--- src/rtl/mul_div_pkg.sv ---
// mul_div_pkg: shared multiply/divide constants, FSM state and Booth digit encodings.
// No ports. Provides MUL_W, STEPS, RESULT_W, the HI/LO split of the 64-bit result,
// state_t, digit_t and the booth_digit() window decoder.
package mul_div_pkg;
    localparam int MUL_W    = 32;
    localparam int STEPS    = MUL_W / 2;
    localparam int RESULT_W = 2 * MUL_W;
    localparam int HI_MSB   = RESULT_W - 1;
    localparam int HI_LSB   = MUL_W;
    localparam int LO_MSB   = MUL_W - 1;
    localparam int LO_LSB   = 0;

    typedef enum logic [1:0] {IDLE, RUN, DONE} state_t;
    typedef enum logic [2:0] {ZERO, POS1, POS2, NEG1, NEG2} digit_t;

    // Radix-4 Booth recoding of the window {Q[1], Q[0], q_m1}.
    function automatic digit_t booth_digit(input logic [2:0] win);
        case (win)
            3'b001, 3'b010: return POS1;
            3'b011:         return POS2;
            3'b100:         return NEG2;
            3'b101, 3'b110: return NEG1;
            default:        return ZERO;
        endcase
    endfunction
endpackage

--- src/rtl/booth_pp_sel.sv ---
// booth_pp_sel: selects the radix-4 Booth partial product for one step.
// Ports: win  - 3-bit window {Q[1], Q[0], q_m1}
//        m    - sign-extended multiplicand, WIDTH+2 bits
//        pp   - partial product 0, +-M or +-2M, WIDTH+2 bits
module booth_pp_sel
    import mul_div_pkg::*;
#(
    parameter int WIDTH = MUL_W
) (
    input  logic [2:0]       win,
    input  logic [WIDTH+1:0] m,
    output logic [WIDTH+1:0] pp
);
    digit_t d;
    logic [WIDTH+1:0] m2;

    assign d  = booth_digit(win);
    assign m2 = m << 1;
    assign pp = d == POS1 ? m :
                d == POS2 ? m2 :
                d == NEG1 ? -m :
                d == NEG2 ? -m2 : '0;
endmodule

--- src/rtl/seq_booth_mul.sv ---
// seq_booth_mul: sequential signed WIDTHxWIDTH radix-4 Booth multiplier, WIDTH/2 steps.
// Ports: clock - rising-edge clock
//        clear - asynchronous active-low reset
//        start - request, sampled only in IDLE
//        A, B  - signed multiplicand / multiplier, sampled on the accepting edge
//        busy  - high in RUN and DONE
//        done  - one-cycle pulse while C has just been updated
//        C     - signed 2*WIDTH product (upper half -> HI, lower half -> LO)
module seq_booth_mul
    import mul_div_pkg::*;
#(
    parameter int WIDTH = MUL_W
) (
    input  logic                 clock,
    input  logic                 clear,
    input  logic                 start,
    input  logic [WIDTH-1:0]     A,
    input  logic [WIDTH-1:0]     B,
    output logic                 busy,
    output logic                 done,
    output logic [2*WIDTH-1:0]   C
);
    localparam int CW = $clog2(WIDTH);

    state_t state, state_n;
    logic [WIDTH+1:0] m, acc, pp, sum, acc_n;
    logic [WIDTH-1:0] q, q_n;
    logic             q_m1, last;
    logic [CW-1:0]    cnt;

    booth_pp_sel #(.WIDTH(WIDTH)) u_pp (
        .win (({q[1:0], q_m1})),
        .m   (m),
        .pp  (pp)
    );

    // Add the partial product, then arithmetic-shift {acc, Q, q_m1} right by two.
    assign sum   = acc + pp;
    assign acc_n = {{2{sum[WIDTH+1]}}, sum[WIDTH+1:2]};
    assign q_n   = {sum[1:0], q[WIDTH-1:2]};
    assign last  = cnt == CW'(WIDTH / 2 - 1);

    always_ff @(posedge clock or negedge clear) begin
        if (!clear) state <= IDLE;
        else        state <= state_n;
    end

    always_comb begin
        state_n = IDLE;
        busy    = 1'b0;
        done    = 1'b0;
        state_n = state == IDLE ? (start ? RUN : IDLE) :
                  state == RUN  ? (last ? DONE : RUN) : IDLE;
        busy    = state != IDLE;
        done    = state == DONE;
    end

    always_ff @(posedge clock or negedge clear) begin
        if (!clear) begin
            m    <= '0;
            acc  <= '0;
            q    <= '0;
            q_m1 <= 1'b0;
            cnt  <= '0;
            C    <= '0;
        end else if (state == IDLE && start) begin
            m    <= {{2{A[WIDTH-1]}}, A};
            acc  <= '0;
            q    <= B;
            q_m1 <= 1'b0;
            cnt  <= '0;
        end else if (state == RUN) begin
            acc  <= acc_n;
            q    <= q_n;
            q_m1 <= q[1];
            cnt  <= cnt + 1'b1;
            if (last) C <= {acc_n[WIDTH-1:0], q_n};
        end
    end
endmodule

--- config.mk ---
export PLATFORM = sky130hd
export DESIGN_NAME = seq_booth_mul
export DESIGN_NICKNAME = d
export VERILOG_FILES = /design/src/rtl/mul_div_pkg.sv /design/src/rtl/booth_pp_sel.sv /design/src/rtl/seq_booth_mul.sv
export SDC_FILE = /design/constraint.sdc
export NUM_CORES = 1
export LEC_CHECK = 0
export ABC_AREA = 1
export BUFFER_PORTS_ARGS = -buffer_cell sky130_fd_sc_hd__buf_2
export CAP_MARGIN = 10
export CELL_PAD_IN_SITES_DETAIL_PLACEMENT = 1
export CELL_PAD_IN_SITES_GLOBAL_PLACEMENT = 1
export CORE_AREA = 5 5 159 161
export CTS_BUF_LIST = sky130_fd_sc_hd__clkbuf_4 sky130_fd_sc_hd__clkbuf_8 sky130_fd_sc_hd__clkbuf_16
export DETAILED_ROUTE_END_ITERATION = 8
export DIE_AREA = 0 0 164 166
export PLACE_DENSITY_LB_ADDON = 0.1
export SLEW_MARGIN = 10
export SYNTH_ARGS = -nofsm -noshare
export SYNTH_HDL_FRONTEND = slang
export SYNTH_HIERARCHICAL = 1
export SYNTH_SLANG_ARGS = --single-unit
--- constraint.sdc ---
create_clock -name clock -period 8.19 [get_ports clock]
set_clock_uncertainty 0.1 [all_clocks]
set_input_delay 1.638 -clock clock [delete_from_list [all_inputs] [get_ports clock]]
set_output_delay 1.638 -clock clock [all_outputs]
set_load 0.005 [all_outputs]
Word-level counts from Yosys, hierarchy flattened
Index checks and enable logic that the tools add are counted.
W data, S select, Z words.
- register bits: 170
- latch bits: 0
- memory bits (writable): 0
- ROM bits: 0
- bits of input ports: 67
- memories kept: 0
- $add $sub $neg: 4
- multiply operators: 0
- divide/modulo/power cells: 0
- magnitude comparators: 0
- equal/unequal tests: 13
- shift-type cells: 0
- mux-type cells: 17
- bitwise logic cells: 1
- reduce and logical (&&, ||, !) cells: 7
- operators by type and width (cell ; count):
    $mux W34 ; 6
    $neg A34 Y34 ; 2
    $mux W32 ; 2
    $add A34 B34 Y34 ; 1
    $eq A3 B2 Y1 const B ; 4
    $eq A3 B3 Y1 const B ; 4
    $pmux W3 S4 ; 1
    $mux W5 ; 2
    $eq A3 B1 Y1 const B ; 2
    $mux W2 ; 3
    $add A5 B1 Y5 const B ; 1
    $eq A5 B4 Y1 const B ; 1
    $reduce_bool A2 Y1 ; 2
    $reduce_or A2 Y1 ; 2
    $mux W1 ; 3
    $reduce_and A3 Y1 ; 1
    $eq A2 B1 Y1 const B ; 1
    $eq A2 B2 Y1 const B ; 1
    $logic_not A2 Y1 ; 1
    $logic_and A1 B1 Y1 ; 1
    $not A1 Y1 ; 1

Logic depth before layout (Yosys ltp)
Gate-level depths: netlist of run 1.
- depth in word-level cells: 11
- mapped depth: 23
- gate-level depth less buffers: 23

Modules after synthesis
Netlist of run 1, hierarchy kept.
- modules (own cells, without submodules) (module ; times used ; cells each ; area an instance (um^2)):
    seq_booth_mul ; 1 ; 1113 ; 8705.8
    booth_pp_sel ; 1 ; 407 ; 1971.9

Least setup slack after synthesis of run 1
No wires, ideal clock.
- path type: reg2reg
- from: register m[0]
- to: register C[63]
- library setup time: 0.117 ns
- arrival: 2.617 ns
- required time: 7.973 ns
- path slack: 5.355 ns
- stages on the path, launching flop included: 19
- path buffers: 0
- clock period less this slack: 2.835 ns
- cell sequence: dfrtp_1 inv_1 ha_1 nand2_4 nor2_8 nand2_4 xor2_1 nand2_1 nand4_1 ha_1 nand2_1 inv_1 a21oi_1 a21boi_0 nand2_1 nand2_1 nand3_1 nand3_1 nand2_1
- word-level cells in the longest chain between the ends: 6
- RTL lines (item ; RTL line ; RTL):
    start: declaration ; seq_booth_mul.sv:26 ; logic [WIDTH+1:0] m, acc, pp, sum, acc_n;
    start signal: assignment ; seq_booth_mul.sv:67 ; m <= {{2{A[WIDTH-1]}}, A};
    $neg A34 Y34 ; booth_pp_sel.sv:22 ; d == NEG2 ? -m2 : '0;
    $mux W34 ; booth_pp_sel.sv:22 ;
    $mux W34 * ; booth_pp_sel.sv:21 ; d == NEG1 ? -m :
    $mux W34 * ; booth_pp_sel.sv:20 ; d == POS2 ? m2 :
    $mux W34 * ; booth_pp_sel.sv:19 ; assign pp = d == POS1 ? m :
    net pp[16] ; seq_booth_mul.sv:26 ;
    $add A34 B34 Y34 * ; seq_booth_mul.sv:38 ; assign sum = acc + pp;
    end signal: assignment ; seq_booth_mul.sv:77 ; if (last) C <= {acc_n[WIDTH-1:0], q_n};
    end: declaration ; seq_booth_mul.sv:21 ; output logic [2*WIDTH-1:0] C
The timed path passes the listed nets; every way through them passes the cells marked *.
A chain may end at the register's enable or synchronous reset.

Final worst setup path of run 1
- from: input port start
- to: register q[24]
- word-level cells in the longest chain between the ends: 2
- RTL lines (item ; RTL line ; RTL):
    start: declaration ; seq_booth_mul.sv:16 ; input logic start,
    $logic_and A1 B1 Y1 * ; seq_booth_mul.sv:66 ; end else if (state == IDLE && start) begin
    $mux W32 or $reduce_bool A2 Y1 (tied branches) ; - ;
    end signal: assignment ; seq_booth_mul.sv:74 ; q <= q_n;
    end: declaration ; seq_booth_mul.sv:27 ; logic [WIDTH-1:0] q, q_n;
Every way passes the cells marked *; elsewhere a longest branch is shown, timed or not.

==> results of run 1 <==
==> routing by layer <==
metal / share of wire [%] / vias up / routed length, um
met5: 0 / - / 0
met4: 2.0 / 0 / 687
met3: 3.5 / 47 / 1190
met2: 47 / 223 / 16200
met1: 47 / 4994 / 16100
li1: - / 5102 / -
==> final timing paths <==
path,to,slack (ns)
worst min-delay path,C[53]$_DFFE_PN0P_,0.37
max in group asynchronous,q[1]$_DFFE_PN0P_,5.75
worst min register to register,C[53]$_DFFE_PN0P_,0.37
worst max register to register,C[53]$_DFFE_PN0P_,4.43
min in group asynchronous,C[27]$_DFFE_PN0P_,1.11
worst max-delay path,q[24]$_DFFE_PN0P_,4.15
==> state kept, by name, summed over array words and instances, names as in the netlist <==
register	count
m	32
q	32
C	64
state	2
cnt	5
q_m1	1
acc	32
==> layout make-up <==
type / count / area share (%)
Clock inverter: 15 / 1.86
Multi-Input combinational cell: 1129 / 45.7
Inverter: 176 / 5.46
Timing Repair Buffer: 139 / 5.87
Clock buffer: 17 / 3.47
Tap cell: 324 / 3.31
Sequential cell: 168 / 34.3
==> synthesized netlist by cell type <==
master and number:
a21boi_0 1, a21oi_1 40, a21oi_2 1, a22o_1 2
a22oi_1 28, and2_1 1, buf_2 24, buf_4 2
clkbuf_1 21, clkinv_4 1, dfrtp_1 168, fa_1 1
ha_1 36, inv_1 172, inv_2 2, inv_4 1
nand2_1 559, nand2_2 17, nand2_4 5, nand3_1 96
nand3_2 4, nand3b_1 7, nand4_1 31, nand4_2 2
nor2_1 106, nor2_2 3, nor2_4 6, nor2_8 2
nor3_1 9, nor3_2 2, nor3_4 1, o2111ai_1 5
o211ai_1 2, o21a_1 1, o21ai_0 110, o21ai_1 8
o21ai_2 2, o21bai_1 5, o221ai_1 2, o22ai_1 5
or2_1 1, xnor2_1 14, xor2_1 14
==> worst min-delay path, cell delays in order, from the launching register on <==
cell and delay (ns):
dfrtp_1 0.34, nand2_1 0.05, nand2_1 0.05
==> per-stage QoR <==
stage	hold slack (ns)	cell area, sq um	utilization (%)	instances
after floorplan	0.355	10700	-	1520
after global placement	0.357	11600	48.7	1936
after detailed placement	0.360	11600	48.7	1936
after CTS	0.380	12200	51.4	1968
after global routing	0.401	12200	51.4	1968
final	0.375	12200	51.4	1968
==> logic make-up after synthesis <==
family / after synthesis
AO/OA/AOI/OAI: 212
XOR/XNOR: 28
adder cells (fa/ha/maj): 37
buffers and inverters: 223
flip-flops: 168
AND/OR/NAND/NOR: 852
==> metrics.md, run 1 <==
| Metric | Value |
|---|---|
| Outcome | finished, final reports clean |
| Fin crit period | ~4.0 ns |
| Htree depth | 4 |
| GRT Util Overall | around a quarter |
| Max Fclk | around 0.25 GHz |
| CORE AREA | between 20000 and 25000 sq um |
| I/O Buffers | 132 |
| Yosys reg bits | ~170 |
| Worst EP required | approximately 8.4 ns |
| Final hold violation count | 0 |
| CP endpoint kind | register |
| Worst Reg-to-Reg Cells | 19 |
| Multiplexer share of the synthesized area | 0% |
| RSZ-0062 raised after global routing | false |
| Largest family of logic cells by synthesized area | simple AND/OR/NAND/NOR gates |
| Clock Path Buffers | 2 |
| Post-detail-place hpwl | between 20000 and 30000 um |
| CP Launch Type | input port |
| Tcrit/Tclk final | between 40% and 50% |
| GR Util met3 | ~2.7% |
| I/O pins | roughly 130 |
| Cell taking the most area after synthesis | dfrtp_1 |
| First-pass GRT wire length | roughly 57000 um |
| Postcts setup bufs | 0 |
| CTS tree | done |
| Crit path depth | 6 |
| WP buf/inv | 3 |
| Storage element area | around 4200 sq um |
| Sink Count | 168 |
| WL per Instance | around 17 um |
| Sequential share of the synthesized area | between 30 and 40% |
| Post-Synth Adder-Cell Area | approximately 4.4% |
| Slowest CP cell | nor2_4 |
| Largest fanout on the critical path | 37 |
| Vias per cell | ~5.3 |
| Hold bufs inserted after CTS | 0 |
| # diodes | 0 |
| Syn_area_per_cell | approximately 7.0 sq um |
| Initial antenna violation count | 0 |
| CTS resizes | 0 |
| Fraction of layout cells with a size suffix above 1 | 13.4% |
| Synth Area in XOR/XNOR | approximately 2.3% |
| Die Y-Extent | approximately 170 um |
| Via count | roughly 10000 |
| Gpl congestion | around 0.9 |
| Headroom to the max-slew limit | 34.0% |
| Ys Warns | 6 |
| Worst hold-check path type | register to register |
| WHS Path Cells | 2 |
| Die area | between 20000 and 30000 sq um |
| Initial core utilization | 44.8% |
| Starting DRT DRC Count | 664 |
| Clock transition at path regs | ~0.090 ns |
| Most frequent cells in the layout | nand2_1 (559), inv_1 (172), dfrtp_1 (168) |
| Crit path from | start |
| Final max-slew violation count | 0 |
| Setup TNS | 0 ns |
| CP max stage delay | 0.77 ns |
| Final worst setup slack | roughly 4.2 ns |
| CP Class | input port to register |
| Commonest non-fill, non-tap cell in the layout | nand2_1 |
| Root Driver | clkbuf_16 |
| First drt pass iteration count | 5 |
| Synth Area in Compound Gates | approximately 11% |
| Clk Latency, worst-skew pair | 0.45 ns |
| Fillers | 3167 |
| Arrival time worst endpoint | 4.28 ns |
| Max-cap violations | 0 |
| CTS buffer count | 17 |
| Area grow syn2layout | 14.7% |
| Top cell type's share of synthesized area | approximately two fifths |
| Cell Rows | 57 |
| Post-place setup slack | 3.65 ns |
| Layout Nets | between 1500 and 2000 |
| Top area cells in the synthesized netlist | dfrtp_1 (39%), nand2_1 (20%), inv_1 (6.0%) |
| Largest delay share family, worst path | simple AND/OR/NAND/NOR gates |
| Count of different cell masters after synthesis | 43 |
| Top Usage Layer GRT | met2 |
| Hold path startpoint | C[53]$_DFFE_PN0P_ |
| Die Wd | 164 um |
| Routing usage on met1 | 36.1% |
| FF-to-FF Start | m[0]$_DFFE_PN0P_ |
| Simple-gate area share of the yosys netlist | around a third |
| Residual DRC | 0 |
| Global route total overflow | 0 |
| Mapped Area | approximately 11000 sq um |
| Pin count of the biggest net entering global routing | approximately 110 |
| Slew of the pin with the lowest slew margin | ~1 ns |
| CP Cell Sequence | buf_2, nand2_2, inv_2, nor2_4, inv_1, o21ai_0 |
| Met2 usage | a little over two fifths |
| Area of the multi-input gates | approximately 5600 sq um |
| Vias in the first global route | approximately 11000 |
| Syn nets | ~1600 |
| Total wire length | about 34000 um |
| Gate Count Post-Synth | approximately 1500 |
| Count of final setup violators | 0 |
| Antenna-violating nets left | 0 |
Power of run 1 is left out: the tool's default activity adds up to more than one toggle a clock period on the data nets, which glitch-free logic cannot reach.
==> inputs of run 2 (changes only) <==
Settings changed: CORE_AREA 5 5 159 161 to 5 5 174 176, DIE_AREA 0 0 164 166 to 0 0 179 181.
Clock period 8.19 ns to 3.6 ns, I/O delays scaled along.
==> run 2 against run 1 <==
Effect of this change:
- count of clock-buffer cells in the layout grew 2
- cell count grew 4.4%
- core utilization shrank 7.0 points
- register-to-register slack lost 4.2 ns
- die area grew 19%
- via count shrank 0.21%
- sequential cell count is the same
- design area grew 3.2%
- global-route usage shrank 3.3 points
- critical path depth grew 13
- first-iteration DRC count shrank 19%
- largest cell class unchanged
==> metrics.md, run 2 (synthesis gave the netlist of run 1 again) <==
| Metric | Value |
|---|---|
| Outcome | finished, final reports clean |
| Residual DRC | 0 (unchanged) |
| I/O Buffers | 132 (unchanged) |
| Max Fclk | 0.296 GHz |
| Largest reg by FF count | C |
| CP dominant cell by count | nand2_1 |
| Global route total overflow | 0 (unchanged) |
| RSZ-0062 raised after global routing | true |
| First drt pass iteration count | 4 (-1) |
| Antenna-violating nets left | 0 (unchanged) |
| CP Launch Type | register |
| Storage element area | 4200 sq um (unchanged) |
| CTS tree | done |
| Slowest CP cell | dfrtp_1 |
| Worst EP required | 3.83 ns (-4.61 ns) |
| Worst hold-check path type | input port to asynchronous set/reset pin |
| CP max stage delay | 0.41 ns (-0.36 ns) |
| Layout Nets | 1762 (+1.6%) |
| Most frequent cells in the layout | nand2_1 (558), inv_1 (171), dfrtp_1 (168) |
| Starting DRT DRC Count | 540 (-19%) |
| Clock Path Buffers | 2 (unchanged) |
| I/O pins | 133 (unchanged) |
| Post-placement cell count | 2015 (+4.1%) |
| Clock transition at path regs | 0.07 ns (-0.02 ns) |
| Commonest non-fill, non-tap cell in the layout | nand2_1 |
| Gpl congestion | 0.910 (+0.61%) |
| Root Driver | clkbuf_16 |
| Initial antenna violation count | 0 (unchanged) |
| Slew of the pin with the lowest slew margin | 1.05 ns (+0.0578 ns) |
| Max FFs per register | 64 (unchanged) |
| Sink Count | 168 (unchanged) |
| Tcrit/Tclk final | between 90% and 100% |
| First-pass GRT wire length | 57900 um (+2.4%) |
| Final hold violation count | 0 (unchanged) |
| Routed met2 length | 16300 um (+0.70%) |
| Area grow syn2layout | 18.3% |
| WL per Instance | 17.4 um (+0.14%) |
| Fraction of layout cells with a size suffix above 1 | 16.0% (+2.7 points) |
| Uppermost layer routed | met4 |
| Initial core utilization | 37.5% (-7.3 points) |
| GRT Util Overall | 22.4% (-3.3 points) |
| Arrival time worst endpoint | 3.60 ns (-0.68 ns) |
| Die Wd | 179 um (+9.1%) |
| # diodes | 0 (unchanged) |
| CORE AREA | 28500 sq um (+20%) |
| Clk Latency, worst-skew pair | 0.44 ns (about the same) |
| CTS buffer count | 17 (unchanged) |
| Pin count of the biggest net entering global routing | 107 (unchanged) |
| Total wire length | 35800 um (+4.6%) |
| CP Cell Sequence | inv_1, ha_2, nand2_4, nor2_4, buf_4, nand3_2, xor2_1, nand2_1, nand4_1, ha_4, nand2_1, nor2_1, inv_1, nor3_2, nand4_1, nand3_1, nand2_1, nand3_1, nand2_1 |
| Post-detail-place hpwl | 27100 um (+6.3%) |
| Fin crit period | 3.38 ns |
| Via count | 10344 (-0.21%) |
| Count of final setup violators | 0 (unchanged) |
| CP Class | register to register |
| Max-cap violations | 0 (unchanged) |
| Headroom to the max-slew limit | 30.3% (-3.7 points) |
| DR WL met3 | 1210 um (+1.2%) |
| Largest fanout on the critical path | 5 (-86%) |
| Reg2reg setup slack | 0.22 ns (-4.21 ns) |
| Post-Layout Cell Count | 2055 (+4.4%) |
| M1 WL | 17900 um (+11%) |
| Die area | 32400 sq um (+19%) |
| Cell Rows | 62 (+8.8%) |
| Area of the multi-input gates | 5720 sq um (+2.1%) |
| Vias in the first global route | 10538 (-3.5%) |
| CP endpoint kind | register |
| Die Y-Extent | 181 um (+9.0%) |
| Final max-slew violation count | 0 (unchanged) |
| Vias per cell | 5.03 (-4.4%) |
| Fillers | 3701 (+17%) |
| Htree depth | 4 (unchanged) |
run 2: changes by cell type in the layout (fill, tap and decap cells not counted), moves of 4 or more:
cell / before / now
clkinv_8: 8 / 0
a21oi_2: 1 / 5
inv_6: 1 / 5
clkinvlp_4: 0 / 4
o21ai_1: 8 / 13
a21oi_1: 40 / 36
ha_1: 36 / 26
ha_2: 0 / 5
buf_4: 7 / 29
ha_4: 0 / 5
o21ai_0: 110 / 105
run 2: per-stage QoR:
step           instance area [sq um]  worst slack [ns]  utilization [%]  setup TNS [ns]  hold WS, ns
6_report                       12600             0.223             44.4               0        0.146
5_1_grt                        12600           -0.0188             44.4         -0.0614        0.196
4_1_cts                        12500             0.125             43.7               0        0.184
3_5_place_dp                   11800             0.179             41.6               0        0.362
3_3_place_gp                   11800             0.248             41.6               0        0.358
2_1_floorplan                  10700             0.765                -               0        0.324
run 2: path summary, 6_finish.rpt:
check	cells past startpoint	start	endpoint
max in group asynchronous	2	clear	C[63]$_DFFE_PN0P_
hold reg to reg	2	C[56]$_DFFE_PN0P_	C[56]$_DFFE_PN0P_
setup reg to reg	19	m[1]$_DFFE_PN0P_	C[48]$_DFFE_PN0P_
min in group clock	3	A[27]	m[27]$_DFFE_PN0P_
hold / removal	1	clear	C[6]$_DFFE_PN0P_
setup / recovery	19	m[1]$_DFFE_PN0P_	C[48]$_DFFE_PN0P_
run 2: what timing repair did:
action | 4_1_cts | 5_1_grt
endpoints found under the setup margin | 0 | 42
gates resized for setup | 0 | 31
buffers inserted | 0 | 6
hold buffers | 0 | 0
run 2: cell type report:
type	instances	share of cell area, %
flip-flops and latches	168	33.3
repair buffers	164	7.48
clock inverters	13	1.24
multi-input cells	1129	45.2
inverters	176	5.32
well taps	384	3.80
repair inverters	2	0.119
clock buffers	19	3.54
run 2: metal layers:
layer  vias up  global-route usage [%]
met3        23                    2.97
met1      4968                    33.4
li1       5169                       -
met4         0                    4.27
met5         -                       0
met2       184                    34.9
run 2: worst max-delay path, delay by kind of cell (launching register included):
family / cells / cell delay [ns]
simple gates: 13 / 1.56
buf+inv: 3 / 0.38
flops: 1 / 0.41
xor+xnor: 1 / 0.19
fa+ha+maj: 2 / 0.62
Power of run 2 is left out for the same reason.
